### src/rtl/mem_arbiter.sv
// rtl/mem_arbiter.sv - CPU/IO arbiter for one shared single-cycle memory port, 2-cycle access/response
// Optional feature macro: MEM_ARB_STARVE_GUARD_EN (forces an I/O grant after seven CPU grants while I/O waits)
module mem_arbiter (
    input  logic        CLK,
    input  logic        Reset,
    input  logic        cpu_req,
    input  logic        cpu_we,
    input  logic [15:0] cpu_addr,
    input  logic [15:0] cpu_wdata,
    output logic        cpu_ack,
    output logic [15:0] cpu_rdata,
    output logic        cpu_stall,
    input  logic        io_req,
    input  logic        io_we,
    input  logic [15:0] io_addr,
    input  logic [15:0] io_wdata,
    output logic        io_ack,
    output logic [15:0] io_rdata,
    output logic [15:0] mem_addr,
    output logic [15:0] mem_wdata,
    output logic        mem_re,
    output logic        mem_we,
    input  logic [15:0] mem_rdata,
    output logic [1:0]  arb_state
);
    typedef enum logic [1:0] {
        IDLE    = 2'b00,
        ACCESS  = 2'b01,
        RESP    = 2'b10,
        ILLEGAL = 2'b11
    } state_t;

    state_t      state, state_nxt;
    logic [15:0] lat_addr, lat_wdata;
    logic        lat_we;
    logic        owner_io;
    logic        any_req;
    logic        arb_open;
    logic        grant_io;

    assign any_req  = cpu_req | io_req;
    // RESP doubles as an arbitration slot so back-to-back accesses need no idle cycle
    assign arb_open = (state == IDLE) || (state == RESP);

`ifdef MEM_ARB_STARVE_GUARD_EN
    logic [2:0] starve_cnt;

    assign grant_io = io_req & (~cpu_req | (starve_cnt == 3'd7));

    always_ff @(posedge CLK or negedge Reset) begin
        if (!Reset) begin
            starve_cnt <= 3'd0;
        end else if (arb_open && any_req) begin
            if (grant_io || !io_req)
                starve_cnt <= 3'd0;
            else
                starve_cnt <= starve_cnt + 3'd1;
        end
    end
`else
    assign grant_io = io_req & ~cpu_req;
`endif

    always_ff @(posedge CLK or negedge Reset) begin
        if (!Reset) begin
            state     <= IDLE;
            lat_addr  <= 16'h0000;
            lat_wdata <= 16'h0000;
            lat_we    <= 1'b0;
            owner_io  <= 1'b0;
        end else begin
            state <= state_nxt;
            if (arb_open && any_req) begin
                owner_io  <= grant_io;
                lat_we    <= grant_io ? io_we    : cpu_we;
                lat_addr  <= grant_io ? io_addr  : cpu_addr;
                lat_wdata <= grant_io ? io_wdata : cpu_wdata;
            end
        end
    end

    // Read data is captured at the ACCESS->RESP edge; the other requester's copy is untouched
    always_ff @(posedge CLK or negedge Reset) begin
        if (!Reset) begin
            cpu_rdata <= 16'h0000;
            io_rdata  <= 16'h0000;
        end else if (state == ACCESS && !lat_we) begin
            if (owner_io)
                io_rdata  <= mem_rdata;
            else
                cpu_rdata <= mem_rdata;
        end
    end

    always_comb begin
        state_nxt = IDLE;
        mem_re    = 1'b0;
        mem_we    = 1'b0;
        cpu_ack   = 1'b0;
        io_ack    = 1'b0;
        case (state)
            IDLE: begin
                state_nxt = any_req ? ACCESS : IDLE;
            end
            ACCESS: begin
                state_nxt = RESP;
                mem_re    = ~lat_we;
                mem_we    = lat_we;
            end
            RESP: begin
                state_nxt = any_req ? ACCESS : IDLE;
                cpu_ack   = ~owner_io;
                io_ack    = owner_io;
            end
            default: begin
                state_nxt = IDLE;
            end
        endcase
    end

    assign mem_addr  = lat_addr;
    assign mem_wdata = lat_wdata;
    assign arb_state = state;
    assign cpu_stall = cpu_req & ~cpu_ack;

endmodule

### config.mk
export PLATFORM = sky130hd
export DESIGN_NAME = mem_arbiter
export DESIGN_NICKNAME = d
export VERILOG_FILES = /design/src/rtl/mem_arbiter.sv
export SDC_FILE = /design/constraint.sdc
export NUM_CORES = 1
export LEC_CHECK = 0
export BUFFER_PORTS_ARGS = -buffer_cell sky130_fd_sc_hd__buf_2
export CORE_MARGIN = 2
export CORE_UTILIZATION = 45
export CTS_CLUSTER_DIAMETER = 40
export DETAILED_ROUTE_END_ITERATION = 6
export GPL_ROUTABILITY_DRIVEN = 0
export PLACE_DENSITY_LB_ADDON = 0.2
export SLEW_MARGIN = 5
export SYNTH_ARGS = -nofsm -noshare
export SYNTH_HDL_FRONTEND = slang
export SYNTH_SLANG_ARGS = --single-unit
### constraint.sdc
create_clock -name CLK -period 2.1 [get_ports CLK]
set_input_delay 0 -clock CLK [delete_from_list [all_inputs] [get_ports CLK]]
set_output_delay 0 -clock CLK [all_outputs]
set_load 0.02 [all_outputs]
# After elaboration in Yosys (flattened, before gate mapping)
# Index checks and enable logic that the tools add are counted.
dict set report classes {
  reduce_logical 8
  mux 9
  n_bitwise 7
  n_eq_ne 2
}
# cell n
set ops {}
lappend ops {{two-way mux 16 bit} 2}
lappend ops {{two-way mux 1 bit} 6}
lappend ops {{inverter 1 bit} 4}
lappend ops {{case mux 2 bit (2 select lines)} 1}
lappend ops {{AND reduction 2 bit} 2}
lappend ops {{bitwise AND 1 bit} 2}
lappend ops {{equality test 2 x 1 -> 1 bit, second input constant} 1}
lappend ops {{equality test 2 bit, second input constant} 1}
lappend ops {{logical AND 1 bit} 2}
lappend ops {{logical NOT 2 bit} 1}
lappend ops {{OR reduction 2 bit} 1}
lappend ops {{logical NOT 1 bit} 1}
lappend ops {{logical OR 1 bit} 1}
lappend ops {{bitwise OR 1 bit} 1}
dict set report totals {
  wordCells 33
  register_bits 68
  out_inout_bits 71
  inputBits 86
}

# Depth between registers and ports, before layout
dict set report logic_depth {
  depth_word 4
  depth_mapped 4
  depth_no_buf 2
}

# Worst setup path after synthesis
# Ideal clock, no wire load.
dict set report synth_path {
  path_type {register to output}
  from {reg state[0] (netlist: arb_state[0])}
  to {out cpu_stall}
  t_required_ns 2.100
  slack_ns 0.462
  path_buffers 2
  arrival_ns 1.638
  path_stages_with_launch 5
  path_cell_list {dfrtp_1 -> buf_6 -> clkbuf_1 -> nor3b_1 -> nor2b_1}
}
dict set report synth_via {
  elab_chain_cells 4
}
# element line
set synth_rtl {}
lappend synth_rtl {{start: declaration} 33} ;# state_t state, state_nxt;
lappend synth_rtl {{start signal: assignment} 72} ;# state <= state_nxt;
lappend synth_rtl {{equality test 2 bit} 101} ;# case (state)
lappend synth_rtl {{two-way mux 1 bit} 101}
lappend synth_rtl {{net cpu_ack} 10} ;# output logic cpu_ack,
lappend synth_rtl {{inverter 1 bit} 124} ;# assign cpu_stall = cpu_req & ~cpu_ack;
lappend synth_rtl {{bitwise AND 1 bit} 124}
lappend synth_rtl {{end: declaration} 12} ;# output logic cpu_stall,
# The timed path passes the listed nets, and every way through them passes these cells.

# Final worst setup path
dict set report layout_path {
  from {reg state[0] (netlist: arb_state[0])}
  to {reg lat_addr[5] (netlist: mem_addr[5])}
}
dict set report layout_via {
  elab_chain_cells 3
}
# element line
set layout_rtl {}
lappend layout_rtl {{equality test 2 bit or logical NOT 2 bit (tied branches)} 43} ;# assign arb_open = (state == IDLE) || (state == RESP);
lappend layout_rtl {{logical OR 1 bit *} 43}
lappend layout_rtl {{logical AND 1 bit *} 73} ;# if (arb_open && any_req) begin
lappend layout_rtl {{end signal: assignment} 76} ;# lat_addr <= grant_io ? io_addr : cpu_addr;
lappend layout_rtl {{end: declaration} 34} ;# logic [15:0] lat_addr, lat_wdata;
# Every way passes the cells marked *; elsewhere a longest branch is shown, timed or not.
# A chain may end at the register's enable or synchronous reset.

==> results.json <==
{
  "status": "finished, final reports clean",
  "cp_max_fo": 20,
  "dieArea_um2": 7350,
  "synth_commonest_cells": "dfrtp_1 (68), o221a_2 (33), or4b_1 (33)",
  "relSlewSlack_pct": 53.7,
  "rows": 29,
  "grt_pass1_vias": 2767,
  "postCtsSetupRepairBufs": 0,
  "area_growth_pct": 54.9,
  "peakVddDrop_v": 0.00104,
  "ys.flop_type": "dfrtp_1",
  "place_inst": 420,
  "syn-cell-area_um2": 3000,
  "clkTransAtPathRegs_ps": 70,
  "reg2reg_to": "mem_addr[5]$_DFFE_PN0P_",
  "drt-wirelength-per-cell_um": 17.0,
  "clockBufferDepth": 2,
  "fin_nets": 499,
  "synthTopCellsByArea": "dfrtp_1 (57%), o221a_2 (12%), or4b_1 (11%), mux2_2 (11%), buf_6 (1.5%)",
  "slew_viol_final": 0,
  "synth-edff-count": 0,
  "drv_cap": 0,
  "drt_wl_total_um": 8420,
  "hold_path_end": "mem_wdata[10]$_DFFE_PN0P_",
  "timing.final.crit_share_pct": 80.0,
  "placed_area_um2": 3850,
  "tns_ps": 0,
  "clk_latency_ps": 340,
  "cts_buffers": 9,
  "ioPinCount": 157,
  "htreeDepth": 3,
  "synthDistinctLibCells": 18,
  "fin_crit_ps": 1680,
  "cts_tree": "yes",
  "fp.dieW_um": 85.7,
  "port_buffers": 156,
  "grt_max_degree": 39,
  "yosys.area.top_type": "dfrtp_1",
  "synth_top_area_share_pct": 56.6,
  "root_buffer": "clkbuf_8",
  "start_kind": "flop",
  "dp.final_hpwl_um": 5360,
  "grt.overflow.total": 0,
  "max_freq_mhz": 595,
  "worst_slew_pin_slew_ps": 694,
  "postSynthCellCount": 199,
  "r2r_cells": 4,
  "hold_depth": 3,
  "diodes": 0,
  "dr.pass1.iters": 4,
  "hold_start": "io_wdata[10]",
  "async_reset_ff_share_pct": 100,
  "drive_gt1_share_pct": 59.6,
  "skew_ps": 6.58,
  "hold_slack_ps": 7.23,
  "antenna_found_initial": 0,
  "seq_area_frac_synth_pct": 56.6,
  "cp.required_ps": 2330,
  "drcViolationCount": 0,
  "drtAntennaViolNets": 0,
  "core_um2": 6390,
  "avgSynthCellArea_um2": 15.1,
  "via_per_inst": 5.26,
  "fillers": 439,
  "r2r-start": "arb_state[0]$_DFF_PN0_",
  "final_area_um2": 4650,
  "initial_utilization_pct": 47.0,
  "ys_warn_count": 0,
  "rsz0062_at_grt": "no",
  "synth.most_common_cell": "dfrtp_1",
  "grt.total_usage_pct": 23.8,
  "via_count": 2602,
  "chipHeight_um": 85.7,
  "crit_type": "flop to flop",
  "worstPathArrival_ps": 1900,
  "numClockSinks": 68,
  "min_path_type": "primary input to flop",
  "r2r_setup_slack_ps": 420,
  "finalNonFillerCells": 495,
  "leakagePower_nw": 2.15,
  "ys_seq_elements": 68,
  "p_per_area_nw_per_um2": 1080,
  "cp-end-kind": "flop",
  "setup_violations": 0,
  "grt_pass1_wl_um": 13400,
  "hold_viol_final": 0,
  "drt_iter0_drc": 92,
  "syn_nets": 285
}
stage by stage:
step | utilization (%) | total power, W | setup WS [ps]
floorplan | - | 0.00311 | 462
detailed placement | 60.2 | 0.00380 | 440
global route | 72.9 | 0.00528 | 314
global placement | 60.2 | 0.00375 | 484
finish | 72.9 | 0.00503 | 421
CTS | 72.9 | 0.00505 | 428
metal layers:
| layer | track usage [%] | up-vias | part of all wire [%] |
|---|---|---|---|
| li1 | - | 1227 | - |
| met1 | 28.1 | 1240 | 40 |
| met2 | 40.3 | 110 | 50 |
| met3 | 6.16 | 25 | 6.5 |
| met4 | 12.1 | 0 | 3.2 |
| met5 | 0 | - | 0 |
cells by family (layout without fill, tap and decap cells):
group,Yosys count,after routing,share of synthesized area (%)
compound gates,35,35,13.0
buf+inv,21,240,3.83
flops,68,68,56.6
mux,32,32,12.4
simple gates,43,43,14.2
report_power, final:
group | switching (W) | total [W] | internal, W
logic | 0.00102 | 0.00187 | 0.000853
registers | 0.000242 | 0.00199 | 0.00174
clock network | 0.000474 | 0.00117 | 0.000700
total | 0.00173 | 0.00503 | 0.00330
worst max-delay path by stage:
| stage | endpoint | from | slack, ps | cells past startpoint |
|---|---|---|---|---|
| after floorplan | cpu_stall | arb_state[0]$_DFF_PN0_ | 460 | 4 |
| after global placement | mem_addr[8]$_DFFE_PN0P_ | arb_state[0]$_DFF_PN0_ | 480 | 4 |
| after detailed placement | mem_addr[1]$_DFFE_PN0P_ | arb_state[0]$_DFF_PN0_ | 440 | 4 |
| after CTS | mem_addr[9]$_DFFE_PN0P_ | arb_state[0]$_DFF_PN0_ | 430 | 4 |
| after global routing | mem_addr[5]$_DFFE_PN0P_ | arb_state[0]$_DFF_PN0_ | 310 | 4 |
| final | mem_addr[5]$_DFFE_PN0P_ | arb_state[0]$_DFF_PN0_ | 420 | 4 |
worst max-delay path, cell delays in order (launching register included):
cell     delay [ps]
dfrtp_1         540
buf_4           280
o21ba_2         240
buf_4           220
o221a_2         280
placed cells by master, fill, tap and decap left out, drive strengths merged:
master	n
or4b	33
dfrtp	68
bufinv	2
clkinv	1
mux2	32
clkinvlp	1
and2b	2
buf	165
o21ba	1
clkbuf	12
o221a	33
dlygate4sd3	59
nand2b	1
o21a	1
and2	1
nor2b	2
nor3b	1
and3b	1
and4bb	1
nor4b	1
final cells by class:
class | instances | area, µm² | share of cell area [%]
multi-input combinational | 110 | 1190 | 25.5
tap | 77 | 96.3 | 2.07
timing repair buffer | 224 | 1450 | 31.2
clock inverter | 4 | 72.6 | 1.56
clock buffer | 12 | 145 | 3.12
sequential | 68 | 1700 | 36.6
flip-flops by register name (all words and copies together), names as in the netlist:
name and count:
mem_addr 16, arb_state 2, io_rdata 16, cpu_rdata 16
lat_we 1, owner_io 1, mem_wdata 16
timing repair:
action                    CTS  global route
hold endpoints to repair   95             0
hold buffers               59             0
gates resized for setup     0             0
No activity file was read; power rests on OpenSTA's default activity.
